--- src/rtl/aes_block_feeder.sv ---
// AES stimulus feeder: streams LFSR plaintext blocks plus a fixed key over valid/ready.
// Counts and XOR-folds ciphertexts; optional stall watchdog under `AES_FEED_TIMEOUT_EN`.
module aes_block_feeder #(
  parameter int unsigned  NUM_BLOCKS  = 16,
  parameter logic [127:0] SEED        = 128'h1,
  parameter logic [127:0] KEY         = 128'h000102030405060708090a0b0c0d0e0f,
  parameter int unsigned  TIMEOUT_CYC = 1024
) (
  input  logic         clk,
  input  logic         rst,
  input  logic         start,
  output logic [127:0] pt_data,
  output logic [127:0] key_data,
  output logic         in_valid,
  input  logic         in_ready,
  input  logic         out_valid,
  input  logic [127:0] ct_data,
  output logic         busy,
  output logic         done,
  output logic [15:0]  sent_cnt,
  output logic [15:0]  recv_cnt,
  output logic [127:0] sig,
  output logic         ovf_err,
  output logic         timeout_err
);

  typedef enum logic [1:0] {
    IDLE  = 2'd0,
    SEND  = 2'd1,
    DRAIN = 2'd2,
    DONE  = 2'd3
  } state_t;

  localparam logic [15:0] NB = 16'(NUM_BLOCKS);

  state_t       r_state;
  logic [127:0] r_lfsr;
  logic [127:0] r_sig;
  logic [15:0]  r_sent_cnt;
  logic [15:0]  r_recv_cnt;
  logic         r_in_valid;
  logic         r_busy;
  logic         r_done;
  logic         r_ovf_err;

  logic         w_restart;
  logic         w_accept;
  logic         w_resp;
  logic         w_recv_inc;
  logic         w_timeout;
  logic [15:0]  w_recv_next;
  logic [15:0]  w_sent_next;
  logic [127:0] w_lfsr_next;

  // Multiply by x in GF(2^128), reduction polynomial x^128 + x^7 + x^2 + x + 1.
  function automatic logic [127:0] gf_double(input logic [127:0] v);
    return {v[126:0], 1'b0} ^ (v[127] ? 128'h87 : 128'h0);
  endfunction

  assign w_restart   = start && ((r_state == IDLE) || (r_state == DONE));
  assign w_accept    = (r_state == SEND) && r_in_valid && in_ready;
  assign w_resp      = out_valid && (r_state != IDLE);
  assign w_recv_inc  = w_resp && (r_recv_cnt < NB);
  assign w_recv_next = r_recv_cnt + {15'd0, w_recv_inc};
  assign w_sent_next = r_sent_cnt + 16'd1;
  assign w_lfsr_next = gf_double(r_lfsr);

  // Run control, plaintext generation and response folding; restart wins over a same-cycle response.
  always_ff @(posedge clk or posedge rst) begin
    if (rst) begin
      r_state    <= IDLE;
      r_lfsr     <= SEED;
      r_sig      <= 128'h0;
      r_sent_cnt <= 16'd0;
      r_recv_cnt <= 16'd0;
      r_in_valid <= 1'b0;
      r_busy     <= 1'b0;
      r_done     <= 1'b0;
      r_ovf_err  <= 1'b0;
    end else if (w_restart) begin
      r_lfsr     <= SEED;
      r_sig      <= 128'h0;
      r_sent_cnt <= 16'd0;
      r_recv_cnt <= 16'd0;
      r_ovf_err  <= 1'b0;
      if (NB == 16'd0) begin
        r_state    <= DONE;
        r_in_valid <= 1'b0;
        r_busy     <= 1'b0;
        r_done     <= 1'b1;
      end else begin
        r_state    <= SEND;
        r_in_valid <= 1'b1;
        r_busy     <= 1'b1;
        r_done     <= 1'b0;
      end
    end else begin
      if (w_resp) begin
        if (w_recv_inc) begin
          r_recv_cnt <= w_recv_next;
          r_sig      <= r_sig ^ ct_data;
        end else begin
          r_ovf_err  <= 1'b1;
        end
      end
      case (r_state)
        SEND: begin
          if (w_timeout) begin
            r_state    <= DONE;
            r_in_valid <= 1'b0;
            r_busy     <= 1'b0;
            r_done     <= 1'b1;
          end else if (w_accept) begin
            r_sent_cnt <= w_sent_next;
            r_lfsr     <= w_lfsr_next;
            if (w_sent_next == NB) begin
              r_state    <= DRAIN;
              r_in_valid <= 1'b0;
            end
          end
        end
        DRAIN: begin
          // Completion counts a response arriving in this very cycle.
          if (w_timeout || (w_recv_next == NB)) begin
            r_state    <= DONE;
            r_in_valid <= 1'b0;
            r_busy     <= 1'b0;
            r_done     <= 1'b1;
          end
        end
        default: begin
          r_state <= r_state;
        end
      endcase
    end
  end

`ifdef AES_FEED_TIMEOUT_EN
  localparam logic [15:0] TO = 16'(TIMEOUT_CYC);

  logic [15:0] r_stall;
  logic        r_timeout_err;
  logic        w_stalled;

  assign w_stalled = ((r_state == SEND) && !in_ready) || ((r_state == DRAIN) && !out_valid);
  assign w_timeout = w_stalled && ((r_stall + 16'd1) == TO);

  // Stall watchdog; any progress or leaving SEND/DRAIN clears the count.
  always_ff @(posedge clk or posedge rst) begin
    if (rst) begin
      r_stall       <= 16'd0;
      r_timeout_err <= 1'b0;
    end else begin
      r_stall <= w_stalled ? (r_stall + 16'd1) : 16'd0;
      if (w_restart) begin
        r_timeout_err <= 1'b0;
      end else if (w_timeout) begin
        r_timeout_err <= 1'b1;
      end
    end
  end

  assign timeout_err = r_timeout_err;
`else
  assign w_timeout   = 1'b0;
  assign timeout_err = 1'b0;
`endif

  assign pt_data  = r_lfsr;
  assign key_data = KEY;
  assign in_valid = r_in_valid;
  assign busy     = r_busy;
  assign done     = r_done;
  assign sent_cnt = r_sent_cnt;
  assign recv_cnt = r_recv_cnt;
  assign sig      = r_sig;
  assign ovf_err  = r_ovf_err;

endmodule

--- config.mk ---
export PLATFORM = sky130hd
export DESIGN_NAME = aes_block_feeder
export DESIGN_NICKNAME = d
export VERILOG_FILES = /design/src/rtl/aes_block_feeder.sv
export SDC_FILE = /design/constraint.sdc
export NUM_CORES = 1
export LEC_CHECK = 0
export ABC_AREA = 1
export CAP_MARGIN = 15
export CORE_AREA = 2 2 218 220
export DETAILED_ROUTE_END_ITERATION = 16
export DIE_AREA = 0 0 220 222
export GPL_ROUTABILITY_DRIVEN = 0
export SKIP_LAST_GASP = 1
export SLEW_MARGIN = 40
export SYNTH_ARGS = -nofsm -noshare
export SYNTH_HDL_FRONTEND = slang
export SYNTH_SLANG_ARGS = --single-unit
--- constraint.sdc ---
create_clock -name clk -period 18.25 [get_ports clk]
set_clock_uncertainty 0.05 [all_clocks]
set_input_delay 1.825 -clock clk [delete_from_list [all_inputs] [get_ports clk]]
set_output_delay 1.825 -clock clk [all_outputs]
set_load 0.03 [all_outputs]
=== Yosys cells after proc, flatten, opt, wreduce, memory -nomap -nowiden ===
Cells that the tools add are included.
Widths: inputs -> output; s select.

* Register bits after elaboration: 294
* Input bits: 133
* Output and inout port bits: 421
* Logic and storage cells: 74

* Add/sub/neg operators: 2
* $lt $le $gt $ge: 1
* Eq/ne operators: 9
* Mux-type cells: 31
* Bitwise operators: 2
* Reduce and logical (&&, ||, !) cells: 20

{| class="wikitable"
|+ Operators with widths
! kind !! count
|-
| $mux 128 || 6
|-
| $xor 128x128->128 || 1
|-
| $xor 128x8->128 || 1
|-
| $mux 16 || 6
|-
| $eq 16x5->1 const B || 2
|-
| $add 16x1->16 || 1
|-
| $add 16x1->16 const B || 1
|-
| $lt 16x5->1 const B || 1
|-
| $reduce_bool 2->1 || 7
|-
| $mux 1 || 12
|-
| $mux 2 || 4
|-
| $mux 8 || 1
|-
| $reduce_and 2->1 || 4
|-
| $ne 3x3->1 const B || 2
|-
| $logic_and 1x1->1 || 5
|-
| $eq 2x2->1 const B || 2
|-
| $pmux 2 s2 || 1
|-
| $reduce_and 4->1 || 1
|-
| $ne 3x2->1 const B || 1
|-
| $reduce_bool 3->1 || 1
|-
| $eq 2x1->1 const B || 1
|-
| $logic_not 2->1 || 1
|-
| $ne 2x2->1 const B || 1
|-
| $pmux 1 s2 || 1
|-
| $logic_or 1x1->1 || 1
|}

=== Depth between registers and ports, before layout ===
Gate-level depths: netlist of the first run.

* Word-level depth: 8
* Gate-level depth with buffers: 24
* Depth with buffers taken out: 22

=== Least setup slack after synthesis of the first run ===
Ideal clock, no wire load.

* Kind: input port to flip-flop
* Start point: input port out_valid
* End point: register r_in_valid, in the netlist in_valid
* Library setup time: 118 ps
* Arrival time: 3629 ps
* Data required time: 18082 ps
* Slack: 14453 ps
* Stages: 20
* Path buffers: 2
* Path through: nand2_1 > nor2_1 > nand2_2 > clkinv_4 > buf_6 > buf_4 > ha_1 > nand2_2 > nor2_2 > nand2_1 > nor2_2 > nand2_1 > nand2_1 > nand3_1 > nor2_1 > nand2_1 > nand3_2 > nand2_2 > nand2_1 > nand2_1

* Longest elaborated chain between the ends: 6

{| class="wikitable"
|+ RTL lines
! item !! RTL line !! source
|-
| start: declaration || 16 || <nowiki>input logic out_valid,</nowiki>
|-
| $logic_and 1x1->1 || 62 || <nowiki>assign w_resp = out_valid && (r_state != IDLE);</nowiki>
|-
| $logic_and 1x1->1 || 63 || <nowiki>assign w_recv_inc = w_resp && (r_recv_cnt < NB);</nowiki>
|-
| $add 16x1->16 || 64 || <nowiki>assign w_recv_next = r_recv_cnt + {15'd0, w_recv_inc};</nowiki>
|-
| $eq 16x5->1 || 124 || <nowiki>if (w_timeout || (w_recv_next == NB)) begin</nowiki>
|-
| $ne 3x3->1 (no source line) || n/a ||
|-
| $reduce_and 4->1 (no source line) || n/a ||
|-
| end signal: assignment || 76 || <nowiki>r_in_valid <= 1'b0;</nowiki>
|-
| end signal: assignment || 118 || <nowiki>r_in_valid <= 1'b0;</nowiki>
|-
| end signal: assignment || 126 || <nowiki>r_in_valid <= 1'b0;</nowiki>
|-
| end: declaration || 41 || <nowiki>logic r_in_valid;</nowiki>
|}

Every way passes these cells.
A chain may end at the register's enable or synchronous reset.

=== Worst setup path after layout of the first run ===
* Start point: input port out_valid
* End point: register r_sig[7], in the netlist sig[7]

* Longest elaborated chain between the ends: 4
* Elaborated cells on any way between the ends: 5
* Classes of those cells: reduce/logical: 5

{| class="wikitable"
|+ RTL lines
! item !! RTL line !! source
|-
| $logic_and 1x1->1 (*) || 62 ||
|-
| $logic_and 1x1->1 || 63 ||
|-
| $reduce_bool 2->1 (no source line) || n/a ||
|-
| $reduce_and 2->1 (no source line) (*) || n/a ||
|-
| end signal: assignment || 101 || <nowiki>r_sig <= r_sig ^ ct_data;</nowiki>
|-
| end: declaration || 38 || <nowiki>logic [127:0] r_sig;</nowiki>
|}

Every way passes the cells marked *; elsewhere a longest branch is shown, timed or not.

==> flow_metrics.py, run 1 <==
metrics = {
    "outcome": {
        "status": "completed",
    },
    "power": {
        "ir_drop_mv": 0.110,
        "clkPwrFrac": 0.269,
        "p_leak_nw": 8.98,
        "p_switching_mw": 1.11,
        "swShare": 0.407,
        "seqPwrFrac": 0.326,
        "cellPowerDensity_nw_per_um2": 138,
        "intPower_mw": 1.62,
        "pwr-share-comb": 0.405,
    },
    "sta": {
        "hold_viol": 0,
        "fmax_mhz": 237,
        "tns_ps": 0,
        "min_period_ps": 4210,
        "rsz0062_at_grt": "no",
        "fin_crit_sh": 0.231,
        "relSlewSlack": 0.455,
        "final-setup-viol-count": 0,
        "worst_slew_pin_slew_ps": 818,
        "finalMaxSlewViolations": 0,
    },
    "yosys": {
        "synth_cell_types": 33,
        "ys_seq_area_frac": 0.516,
        "yosys.area.top_type": "dfrtp_1",
        "synthArstFlopShare": 1.00,
        "netlist.area_leader.share": 0.515,
        "synth_area_per_cell_sq_um": 8.38,
        "postSynthCellCount": 1701,
        "ys_warn_count": 0,
        "ys_top_cells_by_area": "dfrtp_1 (51%), nand2_1 (9.5%), inv_1 (7.9%), buf_4 (7.4%), o22ai_1 (5.9%)",
        "ys.flop_type": "dfrtp_1",
        "synth_area_sq_um": 14200,
        "ys_ff_latch": 294,
        "synth_edf_count": 0,
    },
    "cells_and_area": {
        "nets": 2234,
        "area_growth_pct": 38.1,
        "final_common_cell": "clkdlybuf4s50_1",
        "fillCellCount": 4505,
        "drive_above_1_share": 0.0496,
        "final_cells": 2727,
        "fin_area_sq_um": 19700,
        "most-common-layout-cells": "clkdlybuf4s50_1 (424), nand2_1 (359), inv_1 (299)",
    },
    "detailed_routing": {
        "first_iter_violations": 763,
        "vias": 12300,
        "wl_per_cell_um": 15.1,
        "drc": 0,
        "drt_pass1_iterations": 5,
        "antenna_left": 0,
        "via_per_inst": 4.51,
        "drt-total-wl_um": 41100,
    },
    "clock_tree": {
        "cts_hold_buf": 0,
        "ctsResizeCount": 0,
        "cts-htree-levels": 2,
        "insertion_delay_ps": 550,
        "cts.path.max_buffers": 3,
        "cts_root_buffer": "clkbuf_16",
        "path_clk_slew_ps": 60,
        "numCtsBuffers": 34,
        "cts_sinks": 294,
        "post_cts_buffers": 0,
        "cts_tree": "yes",
    },
    "min_path": {
        "min_path_cells": 2,
        "worst_hold_path_type": "reg -> reg",
    },
    "global_routing": {
        "antenna_found_initial": 2,
        "grt_pass1_vias": 11800,
        "grt_max_degree": 115,
        "grtUsageMet2": 0.263,
        "grt_pass1_wl_um": 64100,
        "grt_overflow_total": 0,
        "grt_usage": 0.163,
        "busiest_layer": "met2",
        "grtUsageMet1": 0.197,
        "grt_use_met3": 0.0678,
    },
    "setup_path": {
        "worstSetupPathType": "in -> reg",
        "cp-start-kind": "primary input",
        "crit_arrival_ps": 4580,
        "crit_path_end_kind": "flip-flop",
        "worstPathMaxFanout": 102,
        "critPathRequiredTime_ps": 18620,
        "worstRegToRegCells": 12,
    },
    "floorplanning": {
        "die_area_sq_um": 48800,
        "dieWidth_um": 220,
        "io_pins": 554,
        "start_util": 0.308,
        "core_area_sq_um": 46300,
        "die_y_um": 222,
        "rows": 79,
    },
    "placement": {
        "place_area_sq_um": 18400,
        "port_buffers": 424,
        "hpwlAfterDp_um": 29000,
        "place_inst": 2665,
    },
    "run": {
        "maxCapViolCount": 0,
    },
}
area by class of cell:
cell class | count | area (sq um) | share of cell area
Sequential cell | 294 | 7360 | 0.374
Timing Repair Buffer | 434 | 4350 | 0.221
Tap cell | 607 | 759 | 0.0386
Clock inverter | 8 | 184 | 0.00935
Inverter | 303 | 1160 | 0.0588
Clock buffer | 51 | 1020 | 0.0521
Multi-Input combinational cell | 1028 | 4830 | 0.246
Antenna cell | 2 | 5.00 | 0.000254
Yosys cell counts (all sizes together), types with 2 or more instances:
cell / n
dfrtp: 293
conb: 2
ha: 6
nand4: 5
a21oi: 132
xor2: 4
o21ai: 22
inv: 302
nand3: 157
nand2: 376
xnor2: 3
buf: 171
o22ai: 135
nor2: 51
clkbuf: 32
nor3: 3
nor4: 2
worst max-delay path: stages:
cell,delay [ps]
clkdlybuf4s50_1,460
nand2_1,90
nor2_1,140
nand2_2,110
clkinv_4,360
buf_6,570
buf_6,610
nand3_1,150
nand2_1,100
a21oi_1,50
flip-flops by register name, summed over array words and instances (netlist names):
signal,cells
pt_data,128
in_valid,1
ovf_err,1
done,1
busy,1
sig,128
recv_cnt,16
r_state,2
sent_cnt,16
power groups by stage:
stage | clock network [mW] | registers, mW | logic [mW]
after floorplan | 0 | 1.13 | 0.500
after global placement | 0 | 0.892 | 1.09
after global routing | 0.782 | 0.907 | 1.20
after CTS | 0.758 | 0.889 | 1.12
final | 0.733 | 0.888 | 1.10
after detailed placement | 0 | 0.898 | 1.11
per-layer routing:
layer	part of all wire	vias to the layer above
li1	-	5961
met4	0.025	0
met3	0.11	59
met1	0.39	5842
met2	0.48	440
met5	0	-
kinds of logic (layout without fill, tap and decap cells):
logic type / Yosys count / after routing / share of synthesized area
AOI/OAI and AO/OA: 291 / 291 / 0.117
xor gates and xnor gates: 7 / 7 / 0.00430
adders and majority gates: 6 / 6 / 0.00527
buffers and inverters: 506 / 796 / 0.179
DFF: 294 / 294 / 0.516
other: 2 / 131 / 0.000527
and+or+nand+nor: 595 / 595 / 0.177
final timing paths:
check,end,startpoint,slack (ps)
max,sig[7],out_valid,14040
max in group asynchronous,pt_data[35],rst,14990
min in group asynchronous,sig[13],rst,1750
max reg2reg,sig[7],r_state[0],15090
min reg2reg,busy,busy,430
min,busy,busy,430
stage by stage:
stage	power (mW)	hold slack, ps	setup slack, ps	util
CTS	2.76	436	13850	0.424
global placement	1.98	416	13090	0.398
floorplan	1.63	416	8260	-
finish	2.72	433	14040	0.425
global route	2.89	464	13790	0.425
detailed placement	2.01	421	13290	0.398
(Power assumes the default switching activity.)
==> run 2, diff against run 1 <==
- clock period: 18.25 -> 4.1 ns (I/O delays scaled with it)
==> run 2 against run 1 <==
Via count up 0.18%. Sequential power rose to 4.5 times the previous value. Global-route usage grew 0.63 points. Combinational power grew to 4.5 times the previous value. Setup slack worse by 13000 ps. Die area unchanged. Register-to-register slack got worse by 14000 ps. Sequential share of layout area shrank 0.28 points. Final cell count increased by 0.33%. Utilization rose by 0.32 points. Routed wire length grew 4.1%. First-iteration DRC count rose by 2.4%. Critical endpoint is now sig[19]. Largest cell class unchanged. Highest routed layer unchanged.
==> flow_metrics.py, run 2 (same netlist as run 1, synthesis figures left out) <==
metrics = {
    "clock_tree": {
        "cts_hold_buf": 0,
        "post_cts_buffers": 0,
        "numCtsBuffers": 36,
        "insertion_delay_ps": 560,
        "ctsResizeCount": 0,
        "path_clk_slew_ps": 60,
        "cts-htree-levels": 2,
        "cts_tree": "yes",
        "cts_sinks": 294,
        "cts.path.max_buffers": 3,
        "cts_root_buffer": "clkbuf_16",
    },
    "sta": {
        "rsz0062_at_grt": "no",
        "final-setup-viol-count": 0,
        "hold_ws_ps": 185,
        "relSlewSlack": 0.442,
        "fin_crit_sh": 0.699,
        "hold_viol": 0,
        "tns_ps": 0,
        "min_period_ps": 2870,
        "fmax_mhz": 349,
        "worst_slew_pin_slew_ps": 836,
        "finalMaxSlewViolations": 0,
    },
    "detailed_routing": {
        "antenna_left": 0,
        "wl_per_cell_um": 15.6,
        "drt_pass1_iterations": 5,
        "via_per_inst": 4.50,
        "first_iter_violations": 781,
        "drc": 0,
        "drt-total-wl_um": 42800,
        "vias": 12300,
    },
    "power": {
        "intPower_mw": 7.34,
        "finalPower_mw": 12.4,
        "p_switching_mw": 5.05,
        "p_leak_nw": 9.04,
        "ir_drop_mv": 0.408,
        "swShare": 0.408,
        "seqPwrFrac": 0.320,
        "clkPwrFrac": 0.280,
        "pwr-share-comb": 0.400,
        "cellPowerDensity_nw_per_um2": 625,
    },
    "setup_path": {
        "worstPathMaxFanout": 174,
        "crit_arrival_ps": 3260,
        "cp-start-kind": "flip-flop",
        "worstSetupPathType": "reg -> reg",
        "critPathRequiredTime_ps": 4490,
        "crit_path_end_kind": "flip-flop",
    },
    "global_routing": {
        "grt_overflow_total": 0,
        "antenna_found_initial": 2,
        "grt_max_degree": 175,
        "grt_pass1_wl_um": 66000,
        "grt_usage": 0.170,
        "grt_pass1_vias": 12000,
    },
    "placement": {
        "hpwlAfterDp_um": 30400,
        "port_buffers": 424,
    },
    "floorplanning": {
        "start_util": 0.308,
        "core_area_sq_um": 46300,
        "die_y_um": 222,
        "dieWidth_um": 220,
        "die_area_sq_um": 48800,
        "io_pins": 554,
        "rows": 79,
    },
    "cells_and_area": {
        "multi_input_area_sq_um": 4830,
        "most-common-layout-cells": "clkdlybuf4s50_1 (424), nand2_1 (359), inv_1 (299)",
        "regArea_sq_um": 7360,
        "drive_above_1_share": 0.0545,
        "area_growth_pct": 39.1,
        "fillCellCount": 4544,
        "nets": 2239,
        "final_common_cell": "clkdlybuf4s50_1",
    },
    "min_path": {
        "worst_hold_path_type": "in -> async",
    },
    "run": {
        "maxCapViolCount": 0,
    },
    "outcome": {
        "status": "completed",
    },
}
-- run 2: cell types whose count changed in the layout (fill, tap and decap cells not counted), moves of 3 or more --
cell        previous run  this run
buf_4                  3         7
clkinv_2               1         5
buf_6                  6         2
clkinvlp_4             1         4
buf_12                 1         4
-- run 2: stage by stage --
stage | instances | util | setup slack (ps) | area (sq um)
floorplan | 1828 | - | -262 | 14700
global placement | 2669 | 0.400 | 983 | 18500
detailed placement | 2669 | 0.400 | 894 | 18500
CTS | 2734 | 0.428 | 1020 | 19800
global route | 2736 | 0.429 | 929 | 19800
finish | 2736 | 0.429 | 1230 | 19800
-- run 2: final timing paths --
check                                  start       end  slack (ps)  depth (start not counted)
worst max-delay path            recv_cnt[10]   sig[19]        1230                         10
worst min-delay path                     rst    sig[3]         180                          2
worst max register to register  recv_cnt[10]   sig[19]        1230                         10
worst min register to register          busy      busy         440                          2
max in group asynchronous                rst   sig[37]        2780                          3
min in group clk                ct_data[120]  sig[120]         390                          3
-- run 2: metal layers --
layer | up-vias | share of wire | global-route usage
li1 | 5959 | - | -
met1 | 5824 | 0.38 | 0.191
met2 | 460 | 0.48 | 0.283
met3 | 81 | 0.11 | 0.0743
met4 | 0 | 0.033 | 0.0634
met5 | - | 0 | 0
-- run 2: cell type report --
type                            instances  area share
Antenna cell                            2    0.000252
Inverter                              303      0.0579
Tap cell                              607      0.0383
Sequential cell                       294       0.371
Clock inverter                         15      0.0136
Clock buffer                           50      0.0531
Multi-Input combinational cell       1028       0.244
Timing Repair Buffer                  437       0.222
-- run 2: power groups by stage --
stage          clock [mW]  combinational [mW]  sequential (mW)
5_1_grt              3.69                5.40             4.06
2_1_floorplan           0                2.23             5.04
3_3_place_gp            0                4.94             3.98
3_5_place_dp            0                5.01             4.01
4_1_cts              3.57                5.02             3.97
6_report             3.47                4.96             3.97
-- run 2: critical path, cell delays in order (launching register included) --
cell and delay, ps:
dfrtp_1 430, nor4_1 340, inv_1 110, nor2_2 110
nand2_2 90, clkinv_4 70, buf_12 390, buf_6 560
nand3_1 140, nand2_1 100, a21oi_1 50
